File: config.mk
export PLATFORM = sky130hd
export DESIGN_NAME = airlock_ctrl_timed
export DESIGN_NICKNAME = d
export VERILOG_FILES = /design/src/rtl/airlock_ctrl_timed.sv
export SDC_FILE = /design/constraint.sdc
export NUM_CORES = 1
export LEC_CHECK = 0
export BUFFER_PORTS_ARGS = -buffer_cell sky130_fd_sc_hd__buf_2
export CORE_MARGIN = 10
export CORE_UTILIZATION = 65
export CTS_BUF_LIST = sky130_fd_sc_hd__clkbuf_2
export CTS_CLUSTER_DIAMETER = 40
export DETAILED_ROUTE_END_ITERATION = 8
export PLACE_DENSITY_LB_ADDON = 0.25
export SLEW_MARGIN = 20
export SYNTH_ARGS = -nofsm -noshare
export SYNTH_HDL_FRONTEND = slang
export SYNTH_SLANG_ARGS = --single-unit
File: constraint.sdc
create_clock -name clk -period 7.9 [get_ports clk]
set_input_delay 1.185 -clock clk [delete_from_list [all_inputs] [get_ports clk]]
set_output_delay 1.185 -clock clk [all_outputs]
set_load 0.01 [all_outputs]
File: src/rtl/airlock_ctrl_timed.sv
// Airlock interlock controller: sequences inner/outer doors and chamber pressure,
// with built-in fill/drain/wait timers, door-switch supervision and a sticky fault.
//
// state          | meaning
// RST_CHK      0 | both doors commanded open, waiting for an empty chamber
// DOOR_CHK     1 | waiting for both door switches to report closed
// PRESS_CHK    2 | choose DRAIN or CLOSED_LOW from chamber pressure
// CLOSED_LOW   3 | sealed at low pressure, waiting for a request
// CLOSED_HIGH  4 | sealed at high pressure
// FILL         5 | pumping up
// DRAIN        6 | pumping down
// WAIT         7 | settle time before the inner door opens
// IN_OPEN_CHK  8 | inner door commanded open, waiting for its switch
// IN_OPEN      9 | inner door open
// IN_CLOSE_CHK 10| inner door commanded closed, waiting for its switch
// OUT_OPEN_CHK 11| outer door commanded open, waiting for its switch
// OUT_OPEN     12| outer door open
// OUT_CLOSE_CHK13| outer door commanded closed, waiting for its switch
// FAULT        15| latched fault, left only through reset
module airlock_ctrl_timed #(
  parameter int unsigned CNT_W        = 16,
  parameter int unsigned FILL_CYCLES  = 250,
  parameter int unsigned DRAIN_CYCLES = 350,
  parameter int unsigned WAIT_CYCLES  = 250,
  parameter int unsigned SW_TIMEOUT   = 100
) (
  input  logic       clk,
  input  logic       nReset,
  input  logic       arrive_req,
  input  logic       leave_req,
  input  logic       person_present,
  input  logic       pressure_high,
  input  logic       inner_sw,
  input  logic       outer_sw,
  output logic       inner_door_cmd,
  output logic       outer_door_cmd,
  output logic       filling,
  output logic       draining,
  output logic       waiting,
  output logic       fault,
  output logic [3:0] state_code
);

  typedef enum logic [3:0] {
    RST_CHK       = 4'd0,
    DOOR_CHK      = 4'd1,
    PRESS_CHK     = 4'd2,
    CLOSED_LOW    = 4'd3,
    CLOSED_HIGH   = 4'd4,
    FILL          = 4'd5,
    DRAIN         = 4'd6,
    WAIT          = 4'd7,
    IN_OPEN_CHK   = 4'd8,
    IN_OPEN       = 4'd9,
    IN_CLOSE_CHK  = 4'd10,
    OUT_OPEN_CHK  = 4'd11,
    OUT_OPEN      = 4'd12,
    OUT_CLOSE_CHK = 4'd13,
    FAULT         = 4'd15
  } state_t;

  localparam logic [CNT_W-1:0] FILL_LAST  = CNT_W'(FILL_CYCLES - 1);
  localparam logic [CNT_W-1:0] DRAIN_LAST = CNT_W'(DRAIN_CYCLES - 1);
  localparam logic [CNT_W-1:0] WAIT_LAST  = CNT_W'(WAIT_CYCLES - 1);
  localparam logic [CNT_W-1:0] SW_LAST    = CNT_W'(SW_TIMEOUT - 1);
  localparam logic [CNT_W-1:0] CNT_ONE    = CNT_W'(1);
  localparam logic [CNT_W-1:0] CNT_MAX    = '1;

  state_t           state;
  state_t           state_nxt;
  logic [CNT_W-1:0] cnt;
  logic             any_open;
  logic             sw_expired;

  assign any_open   = inner_sw | outer_sw;
  assign sw_expired = (cnt == SW_LAST);
  assign state_code = state;

  // Door-opening checks come first so they override timer and request exits.
  always_comb begin
    state_nxt = state;
    case (state)
      RST_CHK: begin
        if (!person_present) state_nxt = DOOR_CHK;
      end
      DOOR_CHK: begin
        if (!inner_sw && !outer_sw) state_nxt = PRESS_CHK;
        else if (sw_expired)        state_nxt = FAULT;
      end
      PRESS_CHK: begin
        state_nxt = pressure_high ? DRAIN : CLOSED_LOW;
      end
      CLOSED_LOW: begin
        if (any_open)        state_nxt = FAULT;
        else if (arrive_req) state_nxt = FILL;
        else if (leave_req)  state_nxt = WAIT;
      end
      CLOSED_HIGH: begin
        if (any_open)        state_nxt = FAULT;
        else if (arrive_req) state_nxt = OUT_OPEN_CHK;
        else                 state_nxt = DRAIN;
      end
      FILL: begin
        if (any_open)               state_nxt = FAULT;
        else if (cnt == FILL_LAST)  state_nxt = CLOSED_HIGH;
      end
      DRAIN: begin
        if (any_open)               state_nxt = FAULT;
        else if (cnt == DRAIN_LAST) state_nxt = CLOSED_LOW;
      end
      WAIT: begin
        if (any_open)               state_nxt = FAULT;
        else if (cnt == WAIT_LAST)  state_nxt = IN_OPEN_CHK;
      end
      IN_OPEN_CHK: begin
        if (inner_sw && !person_present) state_nxt = IN_OPEN;
        else if (sw_expired)             state_nxt = FAULT;
      end
      IN_OPEN: begin
        if (outer_sw)        state_nxt = FAULT;
        else if (!leave_req) state_nxt = IN_CLOSE_CHK;
      end
      IN_CLOSE_CHK: begin
        if (!inner_sw && !person_present) state_nxt = CLOSED_LOW;
        else if (sw_expired)              state_nxt = FAULT;
      end
      OUT_OPEN_CHK: begin
        if (outer_sw && !person_present) state_nxt = OUT_OPEN;
        else if (sw_expired)             state_nxt = FAULT;
      end
      OUT_OPEN: begin
        if (inner_sw)         state_nxt = FAULT;
        else if (!arrive_req) state_nxt = OUT_CLOSE_CHK;
      end
      OUT_CLOSE_CHK: begin
        if (!outer_sw && !person_present) state_nxt = CLOSED_HIGH;
        else if (sw_expired)              state_nxt = FAULT;
      end
      FAULT:   state_nxt = FAULT;
      default: state_nxt = FAULT;
    endcase
  end

  // Outputs are decoded from the next state so they change on the same edge as the state.
  always_ff @(posedge clk) begin
    if (nReset) begin
      state          <= RST_CHK;
      cnt            <= '0;
      inner_door_cmd <= 1'b1;
      outer_door_cmd <= 1'b1;
      filling        <= 1'b0;
      draining       <= 1'b0;
      waiting        <= 1'b0;
      fault          <= 1'b0;
    end else begin
      state <= state_nxt;
      if (state_nxt != state)  cnt <= '0;
      else if (cnt != CNT_MAX) cnt <= cnt + CNT_ONE;
      inner_door_cmd <= (state_nxt == RST_CHK) || (state_nxt == IN_OPEN_CHK) ||
                        (state_nxt == IN_OPEN);
      outer_door_cmd <= (state_nxt == RST_CHK) || (state_nxt == OUT_OPEN_CHK) ||
                        (state_nxt == OUT_OPEN);
      filling        <= (state_nxt == FILL);
      draining       <= (state_nxt == DRAIN);
      waiting        <= (state_nxt == WAIT);
      fault          <= (state_nxt == FAULT);
    end
  end

endmodule

== Word level (Yosys, flattened, before mapping) ==
Cells that the tools add are included.

* Register bits: 26
* Latch bits: 0
* RAM bits: 0
* Memory bits (read-only): 0
* Output and inout port bits: 10
* Memories: 0

* $add $sub $neg: 1
* Multiply operators: 0
* Divide/modulo/power cells: 0
* Magnitude comparators: 0
* Equal/unequal tests: 26
* Shifts and indexed selects: 0
* Multiplexer cells: 24
* Bitwise operators: 1
* Reduce and logical (&&, ||, !) cells: 15

{| class="wikitable"
|+ Operator list
! operator !! number
|-
| two-way mux 4 bit || 22
|-
| one-hot mux 4 bit (14 select lines) || 1
|-
| equality test 4 bit, second input constant || 11
|-
| equality test 4 x 3 -> 1 bit, second input constant || 7
|-
| adder 16 x 1 -> 16 bit, second input constant || 1
|-
| equality test 16 x 7 -> 1 bit, second input constant || 1
|-
| equality test 16 x 8 -> 1 bit, second input constant || 1
|-
| equality test 16 x 9 -> 1 bit, second input constant || 1
|-
| inequality test 16 bit, second input constant || 1
|-
| equality test 4 x 2 -> 1 bit, second input constant || 2
|-
| logical NOT 4 bit || 2
|-
| logical AND 1 bit || 5
|-
| equality test 4 x 1 -> 1 bit, second input constant || 1
|-
| logical OR 1 bit || 4
|-
| inequality test 4 bit || 1
|-
| logical NOT 1 bit || 3
|-
| two-way mux 3 bit || 1
|-
| OR reduction 2 bit || 1
|-
| bitwise OR 1 bit || 1
|}

== Depth between registers and ports, before layout ==
Gate-level depths: netlist (run 1).

* Depth after elaboration: 7
* Mapped depth: 10
* Gate-level depth less buffers: 9

== Worst setup path after synthesis (run 1) ==
OpenSTA, ideal clock, no wires.

* Kind: input port to flip-flop
* Start point: input port outer_sw
* End point: register cnt[13]
* Setup time: 0.140 ns
* Arrival time: 3.223 ns
* Required time: 7.760 ns
* Slack: 4.538 ns
* Cell stages on the path: 9
* Cell sequence: buf_6 > or3_1 > nor2_1 > a2111oi_0 > or3_2 > or3_4 > o2111ai_4 > buf_8 > a211oi_2

* Longest elaborated chain between the ends: 6
* Elaborated cells between the ends (all ways): 17
* Classes of those cells: eq/ne (1); mux (10); bitwise (1); reduce/logical (5)

{| class="wikitable"
|+ RTL lines
! what !! line !! RTL
|-
| from (decl) || 34 || <nowiki>input logic outer_sw,</nowiki>
|-
| logical NOT 1 bit || 87, 136 ||
|-
| logical AND 1 bit, on equally long branches || 136, 87 ||
|-
| two-way mux 4 bit, on equally long branches || 136, 87 ||
|-
| one-hot mux 4 bit (14 select lines) * || 82 || <nowiki>case (state)</nowiki>
|-
| inequality test 4 bit * || 157 || <nowiki>if (state_nxt != state) cnt <= '0;</nowiki>
|-
| OR reduction 2 bit (no source line) * || n/a ||
|-
| to (signal assigned) || 158 || <nowiki>else if (cnt != CNT_MAX) cnt <= cnt + CNT_ONE;</nowiki>
|-
| to (decl) || 71 || <nowiki>logic [CNT_W-1:0] cnt;</nowiki>
|}

Mark *: on every way between the ends. The rest lies on a longest branch, timed or not.
A chain may end at the register's enable or synchronous reset.

== Worst setup path in the final report (run 1) ==
* Start point: input port outer_sw
* End point: register cnt[10]

The elaborated chain is that of the path after synthesis.

==> run metrics, run 1 <==
P_leak=roughly 0.71 nW; residual DRC count=0; post-CTS setup buffer count=0; commonest non-fill, non-tap cell in the layout=dfxtp_1; Seq/Total Area, Yosys=between 20 and 30%; Clock Path Buffers=2; insertion delay of the later-clocked pin in the worst-skew pair=between 300 and 400 ps; TNS Setup=0 ps; slew margin rel.=between 40% and 50%; synth warn=0; number of vias in the routed layout=1,885; startpoint class of the critical path=input port; Die Wd=between 70 and 80 um; leading cell types in the layout, fill and taps excluded=26 x dfxtp_1, 19 x nor2_1, 17 x buf_2; fmax=~0.3 GHz; XOR/XNOR Fraction of Synth Area=just over 5%; Mapped Cells=around 240; GRT Total Usage=between 15 and 20%; Crit Path Max Fanout=16; DP HPWL=roughly 3400 um; status=complete, no violations; Setup Crit Path Kind=input port to flop; initial antenna violation count=0; Starting Density=about 67%; Post-synth EDFFs=0; Arr. time, crit path=between 3000 and 4000 ps; Rows=20; max_cap viols=0; worst path cell trace=buf_2, or3_1, nor2_1, a2111oi_0, or3_2, or3_4, o2111ai_4, nor3_1; fraction of registers with async set/reset=0%; Layout area overhead=3.55%; post-layout minimum cycle time=3340 ps; die height=76.1 um; count of final max-slew check failures=0; Hold Vio Cnt, Final=0; Yosys reg bits=26; Top delay family on crit path=simple AND/OR/NAND/NOR gates; Detail Route Antenna Nets=0; first-iteration detailed-routing DRC count=between 400 and 500; pwr dens=321 mW/mm2; vias in the first global route=1,724; post-synthesis mux area share=slightly below 2%; First-pass DRT Iterations=5; first-pass GRT wire length=about 7900 um; Detailed Route WL=4650 um; # H-tree levels=1; Design Power=0.679 mW; GR Overflow Total=0; buffers added on ports=17; CTS Buf Count=3; CTS clk-pin slew, worst paths=260 ps; RSZ-0062 raised after global routing=false; # resized after CTS=0; hold crit path type=flop to flop; cell area after synthesis=between 0.002 and 0.0025 mm2; final worst hold slack=roughly 600 ps; largest net degree at the start of global routing=25; Critical path buffers and inverters=1; maximum vdd drop=150 uV; CTS tree=done; Worst Path Required=between 8000 and 9000 ps; syn_nets=254; ANT cells=0; Post-Synth Adder-Cell Area=about 1.2%; final setup vio count=0; Top Ports=18; hold buffer count at cts=0; CTS sink cnt=26; Root Driver=clkbuf_2; slowest CP cell=or3_2; Worst-Margin Slew=slightly above 800 ps; DIE AREA=roughly 0.0058 mm2; largest family of logic cells by synthesized area=simple AND/OR/NAND/NOR gates; Wirelength per Cell=roughly 16 um; core area=0.00303 mm2; CP peak stage delay=between 500 and 600 ps; CP Capture Type=flop; simple-gate share of the synthesized area=about two fifths; clk_skew=~20 ps; ys flop type=dfxtp_1; Tcrit/Tclk final=between 40 and 50%; Synth cell types=64; GPL Wtd Cong=between 0.9 and 1; Vias/cell=roughly 6.4; fraction of layout cells with a size suffix above 1=around 20%; Nets=263; syn_area_per_cell=between 8 and 9 um2; Compound-Gate Fraction of Synth Area=around a fifth
-- through the flow --
| step | std cells | utilization [%] | cell area (um2) | setup slack, ps |
|---|---|---|---|---|
| floorplan | 244 | - | 2040 | 4540 |
| global placement | 292 | 68.3 | 2070 | 4220 |
| detailed placement | 292 | 68.3 | 2070 | 4180 |
| CTS | 296 | 69.8 | 2110 | 4590 |
| global route | 296 | 69.8 | 2110 | 4490 |
| finish | 296 | 69.8 | 2110 | 4560 |
-- power breakdown --
group / internal (mW) / total, mW / switching [mW] / leakage, nW
sequential: 0.150 / 0.201 / 0.0509 / 0.211
clock: 0.0435 / 0.0844 / 0.0409 / 0.0266
combinational: 0.142 / 0.394 / 0.252 / 0.474
total: 0.336 / 0.679 / 0.343 / 0.712
-- per-layer routing --
metal  track usage, %  part of all wire (%)  vias up
met3             2.83                   6.1       14
li1                 -                     -      938
met4             4.65                   1.8        0
met1             19.2                    44      860
met2             25.9                    49       73
met5                0                     0        -
-- cells by family after synthesis --
group                    count (synthesis)
adder cells (fa/ha/maj)                  2
buffers and inverters                   23
multiplexers                             4
XOR/XNOR                                12
flip-flops                              26
AO/OA/AOI/OAI                           51
AND/OR/NAND/NOR                        126
-- final timing paths --
check	startpoint	end	slack, ps	depth (start not counted)
worst max register to register	state_code[2]	cnt[10]	4780	7
worst min register to register	cnt[9]	cnt[9]	600	2
worst max-delay path	outer_sw	cnt[10]	4560	8
worst min-delay path	cnt[9]	cnt[9]	600	2
-- synth_stat cells (3+ instances only) --
cell type  instances  area [um2]
dfxtp_1           26         521
nor2_1            19        71.3
o21ai_0           16        80.1
nor3_1            13        65.1
nand2_1           12        45.0
nand3_1           12        60.1
nor3_2            10         100
inv_1              9        33.8
nand2b_1           9        56.3
nor4_1             8        50.1
nand4_1            6        37.5
xnor2_1            6        52.6
xor2_1             6        52.6
a21oi_1            5        25.0
and2_1             5        31.3
clkbuf_1           5        18.8
nor4b_1            5        43.8
mux2i_1            4        40.0
or2_2              4        25.0
a31oi_1            3        18.8
buf_4              3        22.5
clkbuf_8           3        41.3
nor2b_1            3        18.8
-- registers in the layout (all words and copies together), names as in the netlist --
name            flops
cnt                16
state_code          4
draining            1
fault               1
filling             1
inner_door_cmd      1
outer_door_cmd      1
waiting             1
-- worst register-to-register path, stage by stage, from the launching register on --
cell and delay [ps]:
dfxtp_1 810, nand2b_1 330, o32a_1 180, o21ai_0 90
or3_2 500, or3_4 420, o2111ai_4 550, nor3_1 140
-- cell type report --
cell class / count / area [um2]
multi-input cells: 195 / 1370
well taps: 44 / 55.1
clock inverters: 1 / 30.0
clock buffers: 3 / 15.0
inverters: 9 / 33.8
fillers: 260 / 913
repair buffers: 18 / 92.6
flip-flops and latches: 26 / 520
No activity file was read; power rests on OpenSTA's default activity.
==> inputs of run 2 (changes only) <==
Settings changed: CORE_UTILIZATION 65 to 62.
Clock period 7.9 ns to 3.1 ns, I/O delays scaled along.
==> run metrics, run 2 (synthesis gave the netlist of run 1 again) <==
DP HPWL=approximately 3600 um; Hold Vio Cnt, Final=0; leading cell types in the layout, fill and taps excluded=26 x dfxtp_1, 19 x nor2_1, 17 x buf_2; Detail Route Antenna Nets=0; GRT Total Usage=between 15 and 20%; fmax=~0.35 GHz; Clock Path Buffers=2; Layout area overhead=5.09%; First-pass DRT Iterations=4; hold crit path type=input port to flop; Wirelength per Cell=approximately 16 um; die height=just under 80 um; Nets=~270; Vias/cell=6.37; final setup vio count=0; clk_skew=14.3 ps; Starting Density=roughly two thirds; CP Capture Type=flop; Worst-Margin Slew=around 740 ps; # resized after CTS=0; combinational power share=between 60% and 70%; CTS Buf Count=3; clock share of power=approximately 7.0%; CTS sink cnt=26; Fill cells=~280; final worst hold slack=about 370 ps; first-pass GRT wire length=8280 um; Crit Path Max Fanout=16; pwr dens=~830 mW/mm2; Net Sw Frac=between 50% and 60%; Die Wd=a little under 80 um; largest net degree at the start of global routing=24; insertion delay of the later-clocked pin in the worst-skew pair=350 ps; Worst Path Required=3380 ps; P_leak=between 0.7 and 0.8 nW; CTS clk-pin slew, worst paths=about 230 ps; vias in the first global route=roughly 1,900; max_cap viols=0; Top reg by flops=cnt; placed insts=slightly below 300; status=complete, no violations; GPL Wtd Cong=0.968; Arr. time, crit path=around 3100 ps; first-iteration detailed-routing DRC count=about 270; P_sw=roughly 0.90 mW; Root Driver=clkbuf_2; post-layout minimum cycle time=between 2000 and 3000 ps; Top Ports=18; Detailed Route WL=between 4000 and 5000 um; slew margin rel.=between 50% and 60%; hold buffer count at cts=0; CTS tree=done; GR Overflow Total=0; R2R Setup Slk=240 ps; Setup Crit Path Kind=flop to flop; maximum vdd drop=roughly 420 uV; fraction of layout cells with a size suffix above 1=between 20% and 30%; max reg flops=16; Finished Layout Cells=302; count of final max-slew check failures=0; residual DRC count=0; Pint=approximately 0.9 mW; post-CTS setup buffer count=0; buffers added on ports=17; commonest non-fill, non-tap cell in the layout=dfxtp_1; RSZ-0062 raised after global routing=false; core area=0.00310 mm2; ANT cells=0; Sequential Power Share=between 20% and 30%; # H-tree levels=1; Rows=20; DIE AREA=0.00599 mm2; Tcrit/Tclk final=between 90 and 100%; startpoint class of the critical path=flop; TNS Setup=0 ps; initial antenna violation count=0; number of vias in the routed layout=~1,900
-- run 2: critical path, cell delays in order, from the launching register on --
cell      delay (ps)
dfxtp_1          690
inv_1            300
a32o_1           350
o22a_1           230
or3b_1           400
nor2_1           290
a21boi_1         120
buf_4            220
nor3b_1          190
-- run 2: layout make-up --
class	count	area, um2	area share (%)
Clock buffer	3	15.0	0.700
Sequential cell	26	520	24.3
Inverter	9	33.8	1.57
Timing Repair Buffer	24	150	7.00
Tap cell	44	55.1	2.57
Clock inverter	1	3.75	0.175
Multi-Input combinational cell	195	1370	63.7
-- run 2: power groups by stage --
stage / combinational (mW) / clock, mW / sequential (mW)
2_1_floorplan: 0.928 / 0 / 0.441
3_3_place_gp: 1.14 / 0 / 0.488
3_5_place_dp: 1.15 / 0 / 0.490
4_1_cts: 1.15 / 0.128 / 0.483
5_1_grt: 1.28 / 0.141 / 0.498
6_report: 1.16 / 0.123 / 0.489
-- run 2: worst paths after layout --
| kind | start | endpoint | cells after the start |
|---|---|---|---|
| hold / removal | nReset | state_code[2] | 2 |
| hold reg to reg | cnt[9] | cnt[9] | 2 |
| setup reg to reg | state_code[2] | cnt[2] | 8 |
| setup / recovery | state_code[2] | cnt[2] | 8 |
-- run 2: routing by layer --
layer,part of all wire (%),global-route usage (%)
met1,43,17.9
met2,50,28.4
met3,6.2,3.46
met4,1.4,4.74
met5,0,0
-- run 2: stage by stage --
stage	setup slack (ps)	util, %	total power [mW]	cell area (um2)
2_1_floorplan	441	-	1.37	2040
3_3_place_gp	362	68.5	1.63	2130
3_5_place_dp	330	68.5	1.64	2130
4_1_cts	306	69.2	1.76	2150
5_1_grt	38.5	69.2	1.92	2150
6_report	238	69.2	1.77	2150
==> inputs of run 3 (changes only) <==
Settings changed: ABC_CLOCK_PERIOD_IN_PS set to 3100, PLACE_DENSITY set to 0.89, PLACE_DENSITY_LB_ADDON 0.25 to not set.
==> run metrics, run 3 (synthesis gave the netlist of run 1 again) <==
Setup Crit Path Kind=flop to flop; # H-tree levels=1; slew margin rel.=a little over half; Rows=20; startpoint class of the critical path=flop; Vias/cell=about 6.5; hold crit path type=input port to flop; largest net degree at the start of global routing=24; TNS Setup=0 ps; number of vias in the routed layout=roughly 2,000; fmax=about 0.35 GHz; CTS sink cnt=26; insertion delay of the later-clocked pin in the worst-skew pair=approximately 360 ps; initial antenna violation count=0; DIE AREA=between 0.005 and 0.006 mm2; Crit Path Max Fanout=17; Worst-Margin Slew=slightly below 700 ps; CTS tree=done; Fill cells=between 200 and 300; residual DRC count=0; GR Overflow Total=0; CTS Buf Count=3; Root Driver=clkbuf_2; Tcrit/Tclk final=between 90 and 100%; # resized after CTS=0; max reg flops=16; status=complete, no violations; pwr dens=843 mW/mm2; count of final max-slew check failures=0; DP HPWL=3630 um; Wirelength per Cell=around 16 um; vias in the first global route=1,846; CTS clk-pin slew, worst paths=between 200 and 250 ps; fraction of layout cells with a size suffix above 1=a little over a fifth; R2R cell count=8; Nets=~270; GPL Wtd Cong=roughly 1.1; dpl ws=225 ps; first-pass GRT wire length=roughly 8400 um; RSZ-0062 raised after global routing=false; hold buffer count at cts=0; setup slack after layout=roughly 220 ps; buffers added on ports=17; GRT Total Usage=between 10% and 20%; Starting Density=65.8%; Detail Route Antenna Nets=0; CP peak stage delay=between 700 and 800 ps; multi-input logic area=about 0.0014 mm2; clk_skew=roughly 3.5 ps; Die Wd=about 77 um; final core utilization=between 60% and 70%; hold path cells=2; Top Ports=18; final worst hold slack=356 ps; die height=roughly 77 um; worst path cell trace=and4b_1, a32o_1, o22a_1, or3b_1, nor2_1, a21boi_1, buf_4, nor3_1; Arr. time, crit path=3170 ps; slowest CP cell=dfxtp_1; CP Capture Type=flop; R2R Setup Slk=between 200 and 250 ps; Design Power=between 1.5 and 2 mW; core area=0.00310 mm2; final setup vio count=0; commonest non-fill, non-tap cell in the layout=dfxtp_1; Top reg by flops=cnt; Hold Vio Cnt, Final=0; post-layout minimum cycle time=roughly 2900 ps; Detailed Route WL=approximately 4900 um; First-pass DRT Iterations=5; ANT cells=0; post-CTS setup buffer count=0; leading cell types in the layout, fill and taps excluded=26 x dfxtp_1, 19 x nor2_1, 17 x buf_2; max_cap viols=0; Reg area=520 um2; Worst Path Required=about 3400 ps; maximum vdd drop=around 360 uV; P_leak=0.740 nW; Clock Path Buffers=2; first-iteration detailed-routing DRC count=around 240; Layout area overhead=5.76%
-- run 3: final timing paths --
kind	start	end
hold reg to reg	cnt[9]	cnt[9]
setup / recovery	state_code[1]	cnt[11]
setup reg to reg	state_code[1]	cnt[11]
hold / removal	nReset	state_code[2]
-- run 3: where the power goes --
part	switching, mW	leakage, nW	internal [mW]
sequential	0.102	0.211	0.382
clock	0.102	0.0266	0.111
combinational	0.698	0.503	0.427
total	0.902	0.740	0.920
-- run 3: worst max-delay path, delay by kind of cell, from the launching register on --
family	cells	cell delay, ps
compound gates	3	620
simple gates	4	1240
flops	1	730
buf+inv	1	220
-- run 3: final cells by class --
| type | count | share of cell area, % |
|---|---|---|
| timing repair buffer | 24 | 6.37 |
| clock inverter | 1 | 1.39 |
| multi-input combinational | 195 | 63.3 |
| inverter | 9 | 1.56 |
| clock buffer | 3 | 0.695 |
| sequential | 26 | 24.1 |
| tap | 44 | 2.55 |
-- run 3: stage by stage --
| stage | cell area [um2] | instances |
|---|---|---|
| 5_1_grt | 2160 | 302 |
| 2_1_floorplan | 2040 | 244 |
| 6_report | 2160 | 302 |
| 3_3_place_gp | 2110 | 298 |
| 4_1_cts | 2160 | 302 |
| 3_5_place_dp | 2110 | 298 |
-- run 3: metal layers --
layer  up-vias  track usage [%]  wire length [um]  share of wire [%]
met1       926             20.2              2130                 43
met5         -                0                 0                  0
met4         0             3.65                14               0.29
met2       102             25.8              2280                 46
met3         2             5.07               481                9.8
li1        948                -                 -                  -
